### src/rtl/pc_gen_pkg.sv
// pc_gen shared types: FSM state and BTB entry layout.
// Shared by the top, the BTB and the bench.
package pc_gen_pkg;

  localparam int unsigned BTB_W = 64;

  typedef enum logic [1:0] {
    BOOT = 2'd0,
    RUN  = 2'd1,
    HOLD = 2'd2
  } state_t;

  typedef struct packed {
    logic             valid;
    logic [BTB_W-1:0] tag;
    logic [BTB_W-1:0] target;
  } btb_entry_t;

endpackage

### src/rtl/pc_gen_if.sv
// Fetch-control bundle between the pipeline and pc_gen.
// master drives the controls, slave is the PC generator.
interface pc_gen_if #(
  parameter int unsigned XLEN = 32
);

  logic            i_stall;
  logic            i_redirect_valid;
  logic [XLEN-1:0] i_redirect_pc;
  logic            i_trap_valid;
  logic [XLEN-1:0] i_trap_pc;
  logic            i_upd_valid;
  logic [XLEN-1:0] i_upd_pc;
  logic [XLEN-1:0] i_upd_target;
  logic            i_upd_taken;
  logic [XLEN-1:0] o_pc;
  logic            o_pc_valid;
  logic            o_pred_taken;
  logic            o_misaligned;

  modport master (
    output i_stall, i_redirect_valid, i_redirect_pc,
    output i_trap_valid, i_trap_pc,
    output i_upd_valid, i_upd_pc, i_upd_target,
    output i_upd_taken,
    input  o_pc, o_pc_valid, o_pred_taken, o_misaligned
  );

  modport slave (
    input  i_stall, i_redirect_valid, i_redirect_pc,
    input  i_trap_valid, i_trap_pc,
    input  i_upd_valid, i_upd_pc, i_upd_target,
    input  i_upd_taken,
    output o_pc, o_pc_valid, o_pred_taken, o_misaligned
  );

endinterface

### src/rtl/pc_gen_btb.sv
// Direct-mapped branch target buffer for pc_gen.
// Lookup is combinational; updates land on the clock edge.
module pc_gen_btb
  import pc_gen_pkg::*;
#(
  parameter int unsigned XLEN        = 32,
  parameter int unsigned INSTR_BYTES = 4,
  parameter int unsigned BTB_ENTRIES = 16
) (
  input  logic            i_clk,
  input  logic            i_rst,
  input  logic [XLEN-1:0] i_pc,
  output logic            o_hit,
  output logic [XLEN-1:0] o_target,
  input  logic            i_upd_valid,
  input  logic [XLEN-1:0] i_upd_pc,
  input  logic [XLEN-1:0] i_upd_target,
  input  logic            i_upd_taken
);

  localparam int unsigned OFF_W = $clog2(INSTR_BYTES);
  localparam int unsigned IDX_W = $clog2(BTB_ENTRIES);
  localparam int unsigned SH    = OFF_W + IDX_W;

  btb_entry_t mem [BTB_ENTRIES];

  logic [IDX_W-1:0] rd_idx;
  logic [IDX_W-1:0] wr_idx;
  logic [BTB_W-1:0] rd_tag;
  logic [BTB_W-1:0] wr_tag;
  btb_entry_t       rd;

  assign rd_idx = i_pc[SH-1:OFF_W];
  assign wr_idx = i_upd_pc[SH-1:OFF_W];
  assign rd_tag = BTB_W'(i_pc >> SH);
  assign wr_tag = BTB_W'(i_upd_pc >> SH);
  assign rd     = mem[rd_idx];

  // Lookup sees pre-update contents (write-after-read)
  assign o_hit    = rd.valid && (rd.tag == rd_tag);
  assign o_target = XLEN'(rd.target);

  // Install taken branches, evict on not-taken tag hit
  always_ff @(posedge i_clk or posedge i_rst) begin
    if (i_rst) begin
      for (int i = 0; i < int'(BTB_ENTRIES); i++) begin
        mem[i].valid <= 1'b0;
      end
    end else if (i_upd_valid) begin
      if (i_upd_taken) begin
        mem[wr_idx].valid  <= 1'b1;
        mem[wr_idx].tag    <= wr_tag;
        mem[wr_idx].target <= BTB_W'(i_upd_target);
      end else if (mem[wr_idx].tag == wr_tag) begin
        mem[wr_idx].valid <= 1'b0;
      end
    end
  end

endmodule

### src/rtl/pc_gen.sv
// Fetch PC generator: trap, redirect, deferred redirect, BTB, sequential.
// Optional BTB built when PC_GEN_BTB_EN is defined.
module pc_gen
  import pc_gen_pkg::*;
#(
  parameter int unsigned     XLEN         = 32,
  parameter logic [XLEN-1:0] RESET_VECTOR = '0,
  parameter int unsigned     INSTR_BYTES  = 4,
  parameter int unsigned     BTB_ENTRIES  = 16
) (
  input logic    i_clk,
  input logic    i_rst,
  pc_gen_if.slave bus
);

  localparam logic [XLEN-1:0] LOW = XLEN'(INSTR_BYTES - 1);
  localparam logic [XLEN-1:0] INC = XLEN'(INSTR_BYTES);

  function automatic logic [XLEN-1:0] align(
    input logic [XLEN-1:0] a
  );
    return a & ~LOW;
  endfunction

  function automatic logic mis(input logic [XLEN-1:0] a);
    return |(a & LOW);
  endfunction

  state_t          state, state_nxt;
  logic [XLEN-1:0] pc, pc_nxt;
  logic [XLEN-1:0] pend, pend_nxt;
  logic            pmis, pmis_nxt;
  logic            misr, mis_nxt;
  logic            btb_hit;
  logic [XLEN-1:0] btb_tgt;

`ifdef PC_GEN_BTB_EN
  pc_gen_btb #(
    .XLEN        (XLEN),
    .INSTR_BYTES (INSTR_BYTES),
    .BTB_ENTRIES (BTB_ENTRIES)
  ) u_btb (
    .i_clk        (i_clk),
    .i_rst        (i_rst),
    .i_pc         (pc),
    .o_hit        (btb_hit),
    .o_target     (btb_tgt),
    .i_upd_valid  (bus.i_upd_valid),
    .i_upd_pc     (bus.i_upd_pc),
    .i_upd_target (bus.i_upd_target),
    .i_upd_taken  (bus.i_upd_taken)
  );
`else
  logic unused_upd;
  assign unused_upd = ^{bus.i_upd_valid, bus.i_upd_pc,
                        bus.i_upd_target, bus.i_upd_taken};
  assign btb_hit = 1'b0;
  assign btb_tgt = '0;
`endif

  logic stall, rdv, trv;
  assign stall = bus.i_stall;
  assign rdv   = bus.i_redirect_valid;
  assign trv   = bus.i_trap_valid;

  // Next-PC select by priority within each state
  always_comb begin
    state_nxt = state;
    pc_nxt    = pc;
    pend_nxt  = pend;
    pmis_nxt  = pmis;
    mis_nxt   = 1'b0;
    unique case (state)
      BOOT: state_nxt = RUN;
      RUN: begin
        if (trv) begin
          pc_nxt  = align(bus.i_trap_pc);
          mis_nxt = mis(bus.i_trap_pc);
        end else if (rdv && !stall) begin
          pc_nxt  = align(bus.i_redirect_pc);
          mis_nxt = mis(bus.i_redirect_pc);
        end else if (rdv) begin
          pend_nxt  = align(bus.i_redirect_pc);
          pmis_nxt  = mis(bus.i_redirect_pc);
          state_nxt = HOLD;
        end else if (stall) begin
          pc_nxt = pc;
        end else if (btb_hit) begin
          pc_nxt = align(btb_tgt);
        end else begin
          pc_nxt = pc + INC;
        end
      end
      HOLD: begin
        if (trv) begin
          pc_nxt    = align(bus.i_trap_pc);
          mis_nxt   = mis(bus.i_trap_pc);
          pend_nxt  = '0;
          pmis_nxt  = 1'b0;
          state_nxt = RUN;
        end else if (stall) begin
          if (rdv) begin
            pend_nxt = align(bus.i_redirect_pc);
            pmis_nxt = mis(bus.i_redirect_pc);
          end
        end else begin
          if (rdv) begin
            pc_nxt  = align(bus.i_redirect_pc);
            mis_nxt = mis(bus.i_redirect_pc);
          end else begin
            pc_nxt  = pend;
            mis_nxt = pmis;
          end
          pend_nxt  = '0;
          pmis_nxt  = 1'b0;
          state_nxt = RUN;
        end
      end
      default: state_nxt = BOOT;
    endcase
  end

  // State, PC, pending redirect and misalign pulse
  always_ff @(posedge i_clk or posedge i_rst) begin
    if (i_rst) begin
      state <= BOOT;
      pc    <= RESET_VECTOR;
      pend  <= '0;
      pmis  <= 1'b0;
      misr  <= 1'b0;
    end else begin
      state <= state_nxt;
      pc    <= pc_nxt;
      pend  <= pend_nxt;
      pmis  <= pmis_nxt;
      misr  <= mis_nxt;
    end
  end

  assign bus.o_pc         = pc;
  assign bus.o_pc_valid   = (state != BOOT);
  assign bus.o_misaligned = misr;
  assign bus.o_pred_taken = (state == RUN) && btb_hit &&
                            !stall && !rdv && !trv;

endmodule
### src/flat_wrapper.sv
// flat-port wrapper written by rule: the top's interface ports become plain ports
module pc_gen_flat import pc_gen_pkg::*;
#(
  parameter int unsigned     XLEN         = 32,
  parameter logic [XLEN-1:0] RESET_VECTOR = '0,
  parameter int unsigned     INSTR_BYTES  = 4,
  parameter int unsigned     BTB_ENTRIES  = 16
)
  (i_clk, i_rst, bus_i_stall, bus_i_redirect_valid, bus_i_redirect_pc, bus_i_trap_valid, bus_i_trap_pc, bus_i_upd_valid, bus_i_upd_pc, bus_i_upd_target, bus_i_upd_taken, bus_o_pc, bus_o_pc_valid, bus_o_pred_taken, bus_o_misaligned);
  pc_gen_if #(.XLEN(XLEN)) bus_i ();
  input logic i_clk;
  input logic i_rst;
  input wire logic [$bits(bus_i.i_stall)-1:0] bus_i_stall;
  input wire logic [$bits(bus_i.i_redirect_valid)-1:0] bus_i_redirect_valid;
  input wire logic [$bits(bus_i.i_redirect_pc)-1:0] bus_i_redirect_pc;
  input wire logic [$bits(bus_i.i_trap_valid)-1:0] bus_i_trap_valid;
  input wire logic [$bits(bus_i.i_trap_pc)-1:0] bus_i_trap_pc;
  input wire logic [$bits(bus_i.i_upd_valid)-1:0] bus_i_upd_valid;
  input wire logic [$bits(bus_i.i_upd_pc)-1:0] bus_i_upd_pc;
  input wire logic [$bits(bus_i.i_upd_target)-1:0] bus_i_upd_target;
  input wire logic [$bits(bus_i.i_upd_taken)-1:0] bus_i_upd_taken;
  output wire logic [$bits(bus_i.o_pc)-1:0] bus_o_pc;
  output wire logic [$bits(bus_i.o_pc_valid)-1:0] bus_o_pc_valid;
  output wire logic [$bits(bus_i.o_pred_taken)-1:0] bus_o_pred_taken;
  output wire logic [$bits(bus_i.o_misaligned)-1:0] bus_o_misaligned;
  assign bus_i.i_stall = bus_i_stall;
  assign bus_i.i_redirect_valid = bus_i_redirect_valid;
  assign bus_i.i_redirect_pc = bus_i_redirect_pc;
  assign bus_i.i_trap_valid = bus_i_trap_valid;
  assign bus_i.i_trap_pc = bus_i_trap_pc;
  assign bus_i.i_upd_valid = bus_i_upd_valid;
  assign bus_i.i_upd_pc = bus_i_upd_pc;
  assign bus_i.i_upd_target = bus_i_upd_target;
  assign bus_i.i_upd_taken = bus_i_upd_taken;
  assign bus_o_pc = bus_i.o_pc;
  assign bus_o_pc_valid = bus_i.o_pc_valid;
  assign bus_o_pred_taken = bus_i.o_pred_taken;
  assign bus_o_misaligned = bus_i.o_misaligned;
  pc_gen #(.XLEN(XLEN), .RESET_VECTOR(RESET_VECTOR), .INSTR_BYTES(INSTR_BYTES), .BTB_ENTRIES(BTB_ENTRIES)) u_core (.i_clk(i_clk), .i_rst(i_rst), .bus(bus_i));
endmodule
### config.mk
export PLATFORM = sky130hd
export DESIGN_NAME = pc_gen_flat
export DESIGN_NICKNAME = d
export VERILOG_FILES = /design/src/rtl/pc_gen_pkg.sv /design/src/rtl/pc_gen_if.sv /design/src/rtl/pc_gen_btb.sv /design/src/rtl/pc_gen.sv /design/src/flat_wrapper.sv
export SDC_FILE = /design/constraint.sdc
export NUM_CORES = 1
export LEC_CHECK = 0
export ABC_AREA = 1
export CAP_MARGIN = 20
export CORE_UTILIZATION = 46
export DETAILED_ROUTE_END_ITERATION = 8
export PLACE_DENSITY = 0.82
export REMOVE_ABC_BUFFERS = 1
export SYNTH_ARGS = -nofsm -noshare
export SYNTH_HDL_FRONTEND = slang
export SYNTH_SLANG_ARGS = --single-unit
### constraint.sdc
create_clock -name i_clk -period 2.6 [get_ports i_clk]
set_input_delay 0.26 -clock i_clk [delete_from_list [all_inputs] [get_ports i_clk]]
set_output_delay 0.26 -clock i_clk [all_outputs]
set_load 0.005 [all_outputs]
# Word-level counts from Yosys, hierarchy flattened
# Index checks and enable logic that the tools add are counted.
# op_classes
eq_ne,8
n_mux,30
reduce_logical,10
add_sub_neg,1
# op_table
operator,n
$mux W32,11
$pmux W32 S2,2
$add A32 B3 Y32 const B,1
$mux W2,5
$mux W1,9
$ne A4 B3 Y1 const B,2
$reduce_and A4 Y1,2
$ne A2 B2 Y1 const B,3
$pmux W2 S3,1
$pmux W1 S2,2
$reduce_bool A2 Y1,2
$reduce_or A2 Y1,2
$ne A3 B3 Y1 const B,1
$reduce_and A3 Y1,1
$eq A2 B1 Y1 const B,1
$eq A2 B2 Y1 const B,1
$logic_not A2 Y1,1
$logic_and A1 B1 Y1,1
$logic_not A1 Y1,1
# word_totals
regBits,68
output_inout_bits,35
word_cells,54
inputBits,135

# Depth between registers and ports, before layout
# Gate-level depths: netlist of the first run.
# logic_depth
word_depth,6
mapped_depth,10
depth_no_buf,10

# Worst setup path after synthesis of the first run
# Ideal clock, no wire load.
# synth_timing
path_kind,register -> register
from,register u_core.state[0]
to,register u_core.pc[13] (netlist: u_core.bus.o_pc[13])
setup_ns,0.132
path_buffers,2
path_slack_ns,1.013
t_required_ns,2.468
arrival_time_ns,1.456
stages_incl_launch_ff,9
period_less_slack_ns,1.587
cell_sequence,dfrtp_1 -> inv_1 -> ha_1 -> buf_4 -> nor2_1 -> o21ai_4 -> buf_2 -> a211oi_1 -> a22oi_1
# synth_via
elab_chain_cells,3
word_cells_on_any_way,8
cone_classes,eq/ne: 5; mux: 1; reduce/logical: 2
# synth_rtl
item,line_no,rtl
from (decl),pc_gen.sv:29,"state_t state, state_nxt;"
from (signal assigned),pc_gen.sv:132,state <= state_nxt;
$eq A2 B1 Y1 / $eq A2 B2 Y1 (equally long branches),pc_gen.sv:73,unique case (state)
"$ne A4 B3 Y1 (no source line), or another cell as far along",--,
$reduce_and A4 Y1 (no source line),--,
to (signal assigned),pc_gen.sv:133,pc <= pc_nxt;
to (decl),pc_gen.sv:30,"logic [XLEN-1:0] pc, pc_nxt;"
# Several ways; a longest one is shown, not always the timed one.
# A chain may end at the register's enable or synchronous reset.

# Worst setup path after layout of the first run
# layout_timing
from,register u_core.state[0]
to,register u_core.pc[20] (netlist: u_core.bus.o_pc[20])
# The elaborated chain is that of the path after synthesis.

==> impl_metrics.tcl, run 1 <==
set metrics [dict create \
    status "finished, final reports clean" \
    cts_sinks 68 \
    cts_hold_buf 0 \
    cp-end-kind "flop" \
    crit_chain "inv_1, ha_1, inv_2, nor2_2, inv_2, o21ai_0, nor2_1, a21oi_1" \
    grt_max_degree 64 \
    drc 0 \
    port_buffers 102 \
    antenna_found_initial 0 \
    final.setup_skew_ns 0.00874 \
    fmax_mhz 447 \
    synth-compound-area-share 0.216 \
    fin_crit_ns 2.24 \
    critPathSlowestCell "ha_1" \
    p_per_area_nw_per_um2 1100 \
    numCtsBuffers 9 \
    arrival_ns 2.52 \
    synth_edf_count 0 \
    crit_type "reg -> reg" \
    grtUsageTotal 0.277 \
    grt_pass1_vias 4990 \
    vias 5154 \
    synth_flop_cell "dfrtp_1" \
    fp-row-count 37 \
    synth_area_sq_um 4830 \
    place_congestion 0.915 \
    finalPower_mw 6.72 \
    multi_input_area_sq_um 2690 \
    synthMuxAreaShare 0.0145 \
    ir_drop_mv 0.733 \
    dp_cells 927 \
    coreArea_sq_um 10200 \
    via_per_inst 5.47 \
    root_buffer "clkbuf_8" \
    fillers 951 \
    wl_per_cell_um 15.5 \
    fin_crit_sh 0.861 \
    ctsResizeCount 0 \
    ys_types 39 \
    cp_max_fo 23 \
    ys_ff_latch 68 \
    max-cap-violations 0 \
    p_leak_nw 2.79 \
    rsz0062_at_grt "no" \
    wl_um 14600 \
    ys_seq_area_frac 0.353 \
    regArea_sq_um 1700 \
    worstMarginPinSlew_ns 0.759 \
    boundaryPins 170 \
    max_stage_delay_ns 0.41 \
    cts_tree "yes" \
    die_w_um 104 \
    worst_hold_path_type "in -> async" \
    overflow 0 \
    worst_skew_pair.late_latency_ns 0.35 \
    ctsHtreeMaxLevel 3 \
    area_growth_pct 26.6 \
    dp_hpwl_um 10700 \
    finalHoldViolCount 0 \
    synth-simple-area-share 0.307 \
    drtPass1Iterations 7 \
    antenna_left 0 \
    avgSynthCellArea_sq_um 6.79 \
    start_kind "flop" \
    final_common_cell "nand2_1" \
    yosys.area_share.xor_xnor 0.00907 \
    drt_iter0_drc 361 \
    grt_pass1_wl_um 24200 \
    final_cell_mix "219 x nand2_1, 101 x clkdlybuf4s50_1, 98 x nor2_1" \
    cts_setup_buffers 0 \
    final_cells 943 \
    slew_headroom 0.494 \
    drive_above_1_share 0.0818 \
    clk_pin_slew_ns 0.07 \
    diodes 0 \
    yosysWarningCount 0 \
    yosys.area_share.adder 0.0104 \
    finalSetupViolCount 0 \
    cts.path.max_buffers 2 \
    dieArea_sq_um 10900 \
    final_nets 941 \
    die_y_um 104 \
    synth_top_family_by_area "simple AND/OR/NAND/NOR gates" \
    crit_top_cell "inv_2" \
    synth_top_area_cell "dfrtp_1" \
    synthTopCellsByArea "dfrtp_1 35%, nand2_1 17%, nor2_1 7.6%" \
    synthArstFlopShare 1.00 \
    start_util 0.472 \
    drv_slew 0 \
    syn_inst 711 \
    synth_top_area_share 0.353 \
    cp.required_ns 2.88 \
]
[synth_stat cells, types with 2 or more instances]
master,count
nand2_1,219
nor2_1,98
dfrtp_1,68
o21ai_0,64
inv_1,59
nand3_1,40
a21oi_1,30
buf_2,21
o31ai_2,21
a211oi_1,14
clkbuf_1,7
inv_2,7
mux2i_1,7
o31ai_1,5
buf_4,4
ha_1,4
o21bai_1,4
xnor2_1,4
nor2_2,3
o21a_1,3
a221oi_1,2
a22oi_1,2
a31oi_1,2
and2_1,2
buf_6,2
nand2_2,2
nor2_4,2
o211ai_1,2
o221ai_1,2
or2_2,2
[worst paths after layout]
path	slack [ns]	endpoint	cells past startpoint	from
worst max-delay path	0.36	u_core.bus.o_pc[20]	8	u_core.state[0]
worst min-delay path	0.28	u_core.pend[3]	2	i_rst
worst max register to register	0.36	u_core.bus.o_pc[20]	8	u_core.state[0]
worst min register to register	0.49	u_core.pend[31]	2	u_core.pend[31]
max in group asynchronous	1.52	u_core.bus.o_pc[29]	3	i_rst
min in group i_clk	0.38	u_core.bus.o_misaligned	5	bus_i_redirect_valid
[cell families (layout without fill, tap and decap cells)]
family	after synthesis	in the layout
AOI/OAI and AO/OA	155	155
adders and majority gates	4	4
other	1	1
DFF	68	68
muxes	7	7
and+or+nand+nor	370	370
buffers and inverters	101	197
xor gates and xnor gates	5	5
[stage by stage]
| step | instance area (sq um) | hold WS [ns] | TNS, ns | worst slack [ns] | utilization |
|---|---|---|---|---|---|
| floorplan | 4640 | 0.430 | -5.41 | -0.176 | - |
| global placement | 5930 | 0.459 | 0 | 0.371 | 0.580 |
| detailed placement | 5930 | 0.468 | 0 | 0.314 | 0.580 |
| CTS | 6110 | 0.284 | 0 | 0.408 | 0.598 |
| global route | 6110 | 0.328 | 0 | 0.202 | 0.598 |
| finish | 6110 | 0.279 | 0 | 0.361 | 0.598 |
[final cells by class]
type,instances,share of cell area
inverters,67,0.0411
well taps,136,0.0278
repair buffers,114,0.183
clock buffers,15,0.0289
clock inverters,1,0.000819
multi-input cells,542,0.440
flip-flops and latches,68,0.278
[layer usage]
layer | wire, um | share of wire | global-route usage
met5 | 0 | 0 | 0
met4 | 326 | 0.022 | 0.132
met3 | 975 | 0.067 | 0.0420
met2 | 6990 | 0.48 | 0.452
met1 | 6290 | 0.43 | 0.359
[sequential cells by signal, indices dropped and copies added, names as in the netlist]
register                 count
u_core.bus.o_pc             32
u_core.pend                 32
u_core.state                 2
u_core.bus.o_misaligned      1
u_core.pmis                  1
[where the power goes]
| group | internal, mW | switching [mW] |
|---|---|---|
| combinational | 1.59 | 2.19 |
| clock | 0.425 | 0.410 |
| sequential | 1.57 | 0.536 |
| total | 3.58 | 3.14 |
[worst max-delay path, delay by kind of cell (launching register included)]
kind / cells / cell delay [ns]
flops: 1 / 0.40
compound gates: 2 / 0.39
simple gates: 2 / 0.37
buf+inv: 3 / 0.59
fa+ha+maj: 1 / 0.41
No activity file was read; power rests on OpenSTA's default activity.
==> run 2: changes to the inputs <==
--- a/config.mk
+++ b/config.mk
@@ -14,3 +14,4 @@
 export SYNTH_ARGS = -nofsm -noshare
 export SYNTH_HDL_FRONTEND = slang
 export SYNTH_SLANG_ARGS = --single-unit
+export TNS_END_PERCENT = 50
==> results of run 2 <==
Same layout as run 1: the final DEF is identical, and so are final timing and power.
